--- src/rtl/mips_pkg.sv ---
// rtl/mips_pkg.sv - HI/LO-class funct codes and multiply/divide FSM state encoding
package mips_pkg;

    localparam logic [5:0] FUNCT_MFHI  = 6'h10;
    localparam logic [5:0] FUNCT_MTHI  = 6'h11;
    localparam logic [5:0] FUNCT_MFLO  = 6'h12;
    localparam logic [5:0] FUNCT_MTLO  = 6'h13;
    localparam logic [5:0] FUNCT_MULT  = 6'h18;
    localparam logic [5:0] FUNCT_MULTU = 6'h19;
    localparam logic [5:0] FUNCT_DIV   = 6'h1a;
    localparam logic [5:0] FUNCT_DIVU  = 6'h1b;

    typedef enum logic [1:0] {
        ST_IDLE = 2'd0,
        ST_MUL  = 2'd1,
        ST_DIV  = 2'd2,
        ST_FIX  = 2'd3
    } muldiv_state_e;

endpackage

--- src/rtl/muldiv_iter_core.sv ---
// rtl/muldiv_iter_core.sv - shared accumulator/counter datapath for shift-add multiply and restoring divide
module muldiv_iter_core #(
    parameter int XLEN = 32
) (
    input  logic                clk,
    input  logic                rst_n,
    input  logic                start_i,
    input  logic                div_i,
    input  logic                run_i,
    input  logic [XLEN-1:0]     a_i,
    input  logic [XLEN-1:0]     b_i,
    output logic                last_o,
    output logic [2*XLEN-1:0]   acc_o
);

    localparam int CW = $clog2(XLEN + 1);

    logic [CW-1:0]     cnt_q, cnt_d;
    logic [2*XLEN-1:0] acc_q, acc_d;
    logic [XLEN-1:0]   opnd_q, opnd_d;
    logic              div_q, div_d;
    logic [XLEN:0]     add_sum;
    logic [XLEN:0]     rem_sh;
    logic [XLEN:0]     rem_diff;

    // Multiply keeps the multiplier in the low half and shifts the partial product in from the top;
    // divide keeps the dividend in the low half and shifts quotient bits in from the bottom.
    always_comb begin
        add_sum  = {1'b0, acc_q[2*XLEN-1:XLEN]} + {1'b0, opnd_q};
        rem_sh   = acc_q[2*XLEN-1:XLEN-1];
        rem_diff = rem_sh - {1'b0, opnd_q};
        cnt_d    = cnt_q;
        acc_d    = acc_q;
        opnd_d   = opnd_q;
        div_d    = div_q;
        if (start_i) begin
            acc_d  = div_i ? {{XLEN{1'b0}}, a_i} : {{XLEN{1'b0}}, b_i};
            opnd_d = div_i ? b_i : a_i;
            div_d  = div_i;
            cnt_d  = CW'(XLEN);
        end else if (run_i) begin
            cnt_d = cnt_q - 1'b1;
            if (div_q) begin
                if (!rem_diff[XLEN]) begin
                    acc_d = {rem_diff[XLEN-1:0], acc_q[XLEN-2:0], 1'b1};
                end else begin
                    acc_d = {rem_sh[XLEN-1:0], acc_q[XLEN-2:0], 1'b0};
                end
            end else if (acc_q[0]) begin
                acc_d = {add_sum, acc_q[XLEN-1:1]};
            end else begin
                acc_d = {1'b0, acc_q[2*XLEN-1:1]};
            end
        end
    end

    always_ff @(posedge clk or negedge rst_n) begin
        if (!rst_n) begin
            cnt_q  <= '0;
            acc_q  <= '0;
            opnd_q <= '0;
            div_q  <= 1'b0;
        end else begin
            cnt_q  <= cnt_d;
            acc_q  <= acc_d;
            opnd_q <= opnd_d;
            div_q  <= div_d;
        end
    end

    assign last_o = (cnt_q == CW'(1));
    assign acc_o  = acc_q;

endmodule

--- src/rtl/muldiv_unit.sv ---
// rtl/muldiv_unit.sv - MIPS HI/LO multiply/divide unit; MULDIV_SINGLE_CYCLE_MUL_EN selects combinational multiply
module muldiv_unit
    import mips_pkg::*;
#(
    parameter int XLEN = 32
) (
    input  logic            clk,
    input  logic            rst_n,
    input  logic            op_valid,
    input  logic [5:0]      Funct,
    input  logic [XLEN-1:0] in_a,
    input  logic [XLEN-1:0] in_b,
    output logic            busy,
    output logic            stall,
    output logic [XLEN-1:0] hilo_rdata,
    output logic [XLEN-1:0] hi_q,
    output logic [XLEN-1:0] lo_q
);

    muldiv_state_e     state_q, state_d;
    logic [XLEN-1:0]   hi_d, lo_d;
    logic              qneg_q, qneg_d;
    logic              rneg_q, rneg_d;
    logic              dz_q, dz_d;
    logic              isdiv_q, isdiv_d;
    logic              core_start, core_div, core_last;
    logic [2*XLEN-1:0] core_acc;
    logic              is_signed, a_neg, b_neg;
    logic [XLEN-1:0]   a_mag, b_mag;

    assign is_signed = (Funct == FUNCT_MULT) || (Funct == FUNCT_DIV);
    assign a_neg     = is_signed && in_a[XLEN-1];
    assign b_neg     = is_signed && in_b[XLEN-1];
    assign a_mag     = a_neg ? -in_a : in_a;
    assign b_mag     = b_neg ? -in_b : in_b;

`ifdef MULDIV_SINGLE_CYCLE_MUL_EN
    logic [2*XLEN-1:0] fast_mag;
    assign fast_mag = {{XLEN{1'b0}}, a_mag} * {{XLEN{1'b0}}, b_mag};
`endif

    muldiv_iter_core #(.XLEN(XLEN)) u_core (
        .clk     (clk),
        .rst_n   (rst_n),
        .start_i (core_start),
        .div_i   (core_div),
        .run_i   ((state_q == ST_MUL) || (state_q == ST_DIV)),
        .a_i     (a_mag),
        .b_i     (b_mag),
        .last_o  (core_last),
        .acc_o   (core_acc)
    );

    always_comb begin
        state_d    = state_q;
        hi_d       = hi_q;
        lo_d       = lo_q;
        qneg_d     = qneg_q;
        rneg_d     = rneg_q;
        dz_d       = dz_q;
        isdiv_d    = isdiv_q;
        core_start = 1'b0;
        core_div   = 1'b0;
        case (state_q)
            ST_IDLE: begin
                if (op_valid) begin
                    case (Funct)
                        FUNCT_MTHI: hi_d = in_a;
                        FUNCT_MTLO: lo_d = in_a;
                        FUNCT_MULT, FUNCT_MULTU: begin
`ifdef MULDIV_SINGLE_CYCLE_MUL_EN
                            {hi_d, lo_d} = (a_neg ^ b_neg) ? -fast_mag : fast_mag;
`else
                            qneg_d     = a_neg ^ b_neg;
                            dz_d       = 1'b0;
                            isdiv_d    = 1'b0;
                            core_start = 1'b1;
                            state_d    = ST_MUL;
`endif
                        end
                        FUNCT_DIV, FUNCT_DIVU: begin
                            qneg_d  = a_neg ^ b_neg;
                            rneg_d  = a_neg;
                            isdiv_d = 1'b1;
                            dz_d    = (in_b == '0);
                            if (in_b == '0) begin
                                state_d = ST_FIX;
                            end else begin
                                core_start = 1'b1;
                                core_div   = 1'b1;
                                state_d    = ST_DIV;
                            end
                        end
                        default: ;
                    endcase
                end
            end
            ST_MUL, ST_DIV: begin
                if (core_last) state_d = ST_FIX;
            end
            ST_FIX: begin
                state_d = ST_IDLE;
                // Divide by zero passes through FIX only to give the pipeline a one-cycle stall.
                if (!dz_q) begin
                    if (isdiv_q) begin
                        lo_d = qneg_q ? -core_acc[XLEN-1:0] : core_acc[XLEN-1:0];
                        hi_d = rneg_q ? -core_acc[2*XLEN-1:XLEN] : core_acc[2*XLEN-1:XLEN];
                    end else begin
                        {hi_d, lo_d} = qneg_q ? -core_acc : core_acc;
                    end
                end
            end
            default: state_d = ST_IDLE;
        endcase
    end

    always_ff @(posedge clk or negedge rst_n) begin
        if (!rst_n) begin
            state_q <= ST_IDLE;
            hi_q    <= '0;
            lo_q    <= '0;
            qneg_q  <= 1'b0;
            rneg_q  <= 1'b0;
            dz_q    <= 1'b0;
            isdiv_q <= 1'b0;
        end else begin
            state_q <= state_d;
            hi_q    <= hi_d;
            lo_q    <= lo_d;
            qneg_q  <= qneg_d;
            rneg_q  <= rneg_d;
            dz_q    <= dz_d;
            isdiv_q <= isdiv_d;
        end
    end

    assign busy       = (state_q != ST_IDLE);
    assign stall      = op_valid && busy;
    assign hilo_rdata = (Funct == FUNCT_MFHI) ? hi_q : lo_q;

endmodule

--- config.mk ---
export PLATFORM = sky130hd
export DESIGN_NAME = muldiv_unit
export DESIGN_NICKNAME = d
export VERILOG_FILES = /design/src/rtl/mips_pkg.sv /design/src/rtl/muldiv_iter_core.sv /design/src/rtl/muldiv_unit.sv
export SDC_FILE = /design/constraint.sdc
export NUM_CORES = 1
export LEC_CHECK = 0
export ABC_CLOCK_PERIOD_IN_PS = 5250
export CORE_ASPECT_RATIO = 0.9
export CORE_MARGIN = 2
export CORE_UTILIZATION = 45
export CTS_CLUSTER_DIAMETER = 40
export DETAILED_ROUTE_END_ITERATION = 10
export PLACE_DENSITY = 0.66
export SKIP_CTS_REPAIR_TIMING = 1
export SLEW_MARGIN = 20
export SYNTH_ARGS = -nofsm -noshare
export SYNTH_HDL_FRONTEND = slang
export SYNTH_SLANG_ARGS = --single-unit
--- constraint.sdc ---
create_clock -name clk -period 5.25 [get_ports clk]
set_clock_uncertainty 0.1 [all_clocks]
set_input_delay 1.05 -clock clk [delete_from_list [all_inputs] [get_ports clk]]
set_output_delay 1.05 -clock clk [all_outputs]
set_load 0.03 [all_outputs]
==> metrics.md <==
| Metric | Value |
|---|---|
| CTS tree | yes |
| Worst min path class | reg -> reg |
| Drt drc | 0 |
| Most used cell, CP | clkdlybuf4s50_1 |
| Largest net degree at the start of global routing | 107 |
| DR iter-0 viols | 1792 |
| Rel. slew slack | 37.9% |
| Switching fraction of total power | 47.8% |
| Status | complete, no violations |
| Unrepaired setup endpoints after global routing | false |
| NetSw | 3.49 mW |
| Worst VDD drop | 228 uV |
| ANT nets after route | 0 |
| Worst reg2reg endpoint | u_core.acc_o[40]$_DFFE_PN0P_ |
| Die Footprint | 0.0369 mm^2 |
| RePlAce Congestion | 0.933 |
| Final setup fails | 0 |
| Htree depth | 4 |
| Layout cell share with drive strength beyond 1 | 7.20% |
| Hold EP | lo_q[14]$_DFFE_PN0P_ |
| Mapped Area | 0.0159 mm^2 |
| Part of the power in registers | 27.6% |
| Worst path buffer plus inverter count | 3 |
| Sequential element share of the synthesized area | 27.2% |
| Hold_sp | lo_q[14]$_DFFE_PN0P_ |
| Max stage delay on crit path | 660 ps |
| Crit. End Element | output port |
| Worst-Margin Slew | 932 ps |
| Max Cap Viol | 0 |
| Peak Freq | 0.217 GHz |
| Syn_nets | 2174 |
| Multi-input gate area | 0.0109 mm^2 |
| Die Ht | 182 um |
| Primary FF master, synth | dfrtp_1 |
| Initial Util | 45.5% |
| Clk_lat worst skew | 460 ps |
| Global-route usage over all layers | 32.0% |
| P&R area growth vs syn | 17.7% |
| Crit start category | input pin |
| Async set-reset flop share out of synthesis | 100% |
| Initial antenna violation count | 0 |
| R2R Setup Slk | 880 ps |
| Fin crit share | 87.7% |
| Fin. Hold Viols | 0 |
| Post-synth EDFFs | 0 |
| PwrDens | 389 mW/mm^2 |
| DR pass1 iterations | 7 |
| Inserted Diodes | 0 |
| Avg Cell Area, Syn | 7.86 um^2 |
| Std-Cell Rows | 65 |
| Slowest-stage cell, CP | clkdlybuf4s50_1 |
| Core Footprint | 0.0350 mm^2 |
| Dpl hpwl | 46300 um |
| CTS Sinks | 173 |
| Clock group share of total power | 18.1% |
| Final setup TNS | 0 ps |
| Clock Tree Buf Depth | 2 |
| Int Pwr | 3.81 mW |
| Pre-CTS WS | 631 ps |
| FF+latch area | 0.00433 mm^2 |
| Root Driver | clkbuf_16 |
| Final Max Tran Viols | 0 |
| Critical Path RT | 4100 ps |
| Min Clock Period, post-route | 4610 ps |
| Post-Route WL | 60200 um |
| PnR worst setup slack | 644 ps |
| Crit path max fanout | 32 |
| Total grt overflow | 0 |
| Vias in the first global route | 14800 |
| PortBufs | 170 |
| Crit Path Class | in -> out |
| Layout Nets | 2286 |
| Top Ports | 171 |
| CP arrival | 3460 ps |
| Clock slew at reported path FFs | 70 ps |
| Family with the most delay on the worst path | buffers and inverters |
| Yosys warning count | 0 |
| WL/cell | 23.0 um |
| R2R Path Start | u_core.acc_o[31]$_DFFE_PN0P_ |
| Vias/cell | 6.19 |
| Worst hold path depth | 1 |
| Fillers | 3330 |
| Leakage | 8.23 nW |
| Netlist cell types | 81 |
| Synthesized flop and latch total | 173 |
| Crit-path cells | clkdlybuf4s50_1 -> nor4b_1 -> nand2_1 -> buf_4 -> mux2_2 -> clkdlybuf4s50_1 |
| Combinational cell fraction of total power | 54.3% |
| Via count | 16200 |
| Die X | 202 um |
| First-pass GRT wire length | 90400 um |
| CTS Buf Count | 17 |
| R2r worst-path depth | 13 |
| Gate Count Post-Synth | 2027 |
how the worst max path moves through the flow:
stage	cells past startpoint	from	slack [ps]	end
after global placement	6	Funct[2]	660	hilo_rdata[24]
final	6	Funct[2]	640	hilo_rdata[13]
after global routing	6	Funct[2]	540	hilo_rdata[25]
after CTS	6	Funct[2]	670	hilo_rdata[21]
after detailed placement	13	in_b[0]	630	u_core.acc_o[60]$_DFFE_PN0P_
after floorplan	10	in_b[0]	1580	u_core.acc_o[62]$_DFFE_PN0P_
per-stage QoR:
step | utilization, % | hold slack [ps] | cells | instance area [um^2] | power [mW]
after floorplan | - | 367 | 2027 | 15900 | 4.63
after global placement | 51.9 | 385 | 2589 | 18200 | 5.83
after detailed placement | 51.9 | 388 | 2589 | 18200 | 5.88
after CTS | 53.6 | 408 | 2621 | 18800 | 7.19
after global routing | 53.6 | 426 | 2621 | 18800 | 7.74
final | 53.6 | 406 | 2621 | 18800 | 7.30
cell usage after synthesis (all sizes together) (46+ instances only):
library cell  count  area [um^2]
xor2             99          867
inv              68          255
ha               72          901
a21oi           185          926
a21o             46          345
nand2           232          883
o21ai           218         1100
nor2            142          538
o211ai           54          405
xnor2            73          639
clkbuf           99          372
mux2i            79          791
dfrtp           173         4330
power by group through the flow:
stage	Sequential [mW]	Combinational, mW	Clock (mW)
finish	2.01	3.96	1.32
global route	2.04	4.32	1.38
CTS	1.99	3.88	1.32
detailed placement	2.02	3.86	0
global placement	2.01	3.82	0
floorplan	1.82	2.81	0
placed cells by master (no fill, tap or decap), types with 14 or more instances in the layout:
cell               n
nand2_1          227
o21ai_0          195
a21oi_1          184
dfrtp_1          172
clkdlybuf4s50_1  168
nor2_1           139
xor2_1            99
mux2i_1           79
xnor2_1           73
ha_1              70
inv_1             68
o211ai_1          54
buf_4             49
a21o_1            46
a211oi_1          39
nor3_1            36
mux2_2            35
nand3_1           33
o31ai_1           27
nor2b_1           26
o21ai_1           20
or4_1             19
or3_1             17
clkbuf_16         17
o21a_1            16
o21bai_1          14
nor3b_1           14
worst reg2reg max path, stage by stage (launching register included):
cell      delay, ps
dfrtp_1         530
inv_1           170
ha_1            250
fa_1            400
nand2b_1        190
a21oi_1         330
o211ai_1        280
a21oi_1         560
o211ai_1        250
o311ai_4        260
buf_4           400
mux2i_1         230
a211oi_1         90
a31o_2          240
cell type report:
cell class / count / area share [%]
Multi-Input combinational cell: 1659 / 58.2
Sequential cell: 173 / 23.1
Timing Repair Buffer: 219 / 11.1
Clock inverter: 15 / 0.874
Tap cell: 469 / 3.13
Inverter: 69 / 1.38
Clock buffer: 17 / 2.27
logic make-up after synthesis:
family,after synthesis,share of synthesized area [%]
compound gates,699,27.4
simple gates,600,17.9
buf+inv,195,4.68
flops,173,27.2
xor+xnor,172,9.46
mux,114,7.44
fa+ha+maj,74,5.91
registers in the layout, indices dropped and copies added (netlist names):
register       count
state_q            2
isdiv_q            1
u_core.div_q       1
u_core.acc_o      64
dz_q               1
hi_q              32
qneg_q             1
rneg_q             1
u_core.opnd_q     32
u_core.cnt_q       6
lo_q              32
per-layer routing:
metal | GRT usage [%] | part of all wire, % | vias to the layer above
met2 | 46.0 | 41 | 782
met1 | 47.2 | 46 | 7753
met4 | 11.4 | 3.5 | 0
li1 | - | - | 7583
met3 | 6.55 | 9.5 | 95
met5 | 0 | 0 | -
(Power assumes the default switching activity.)
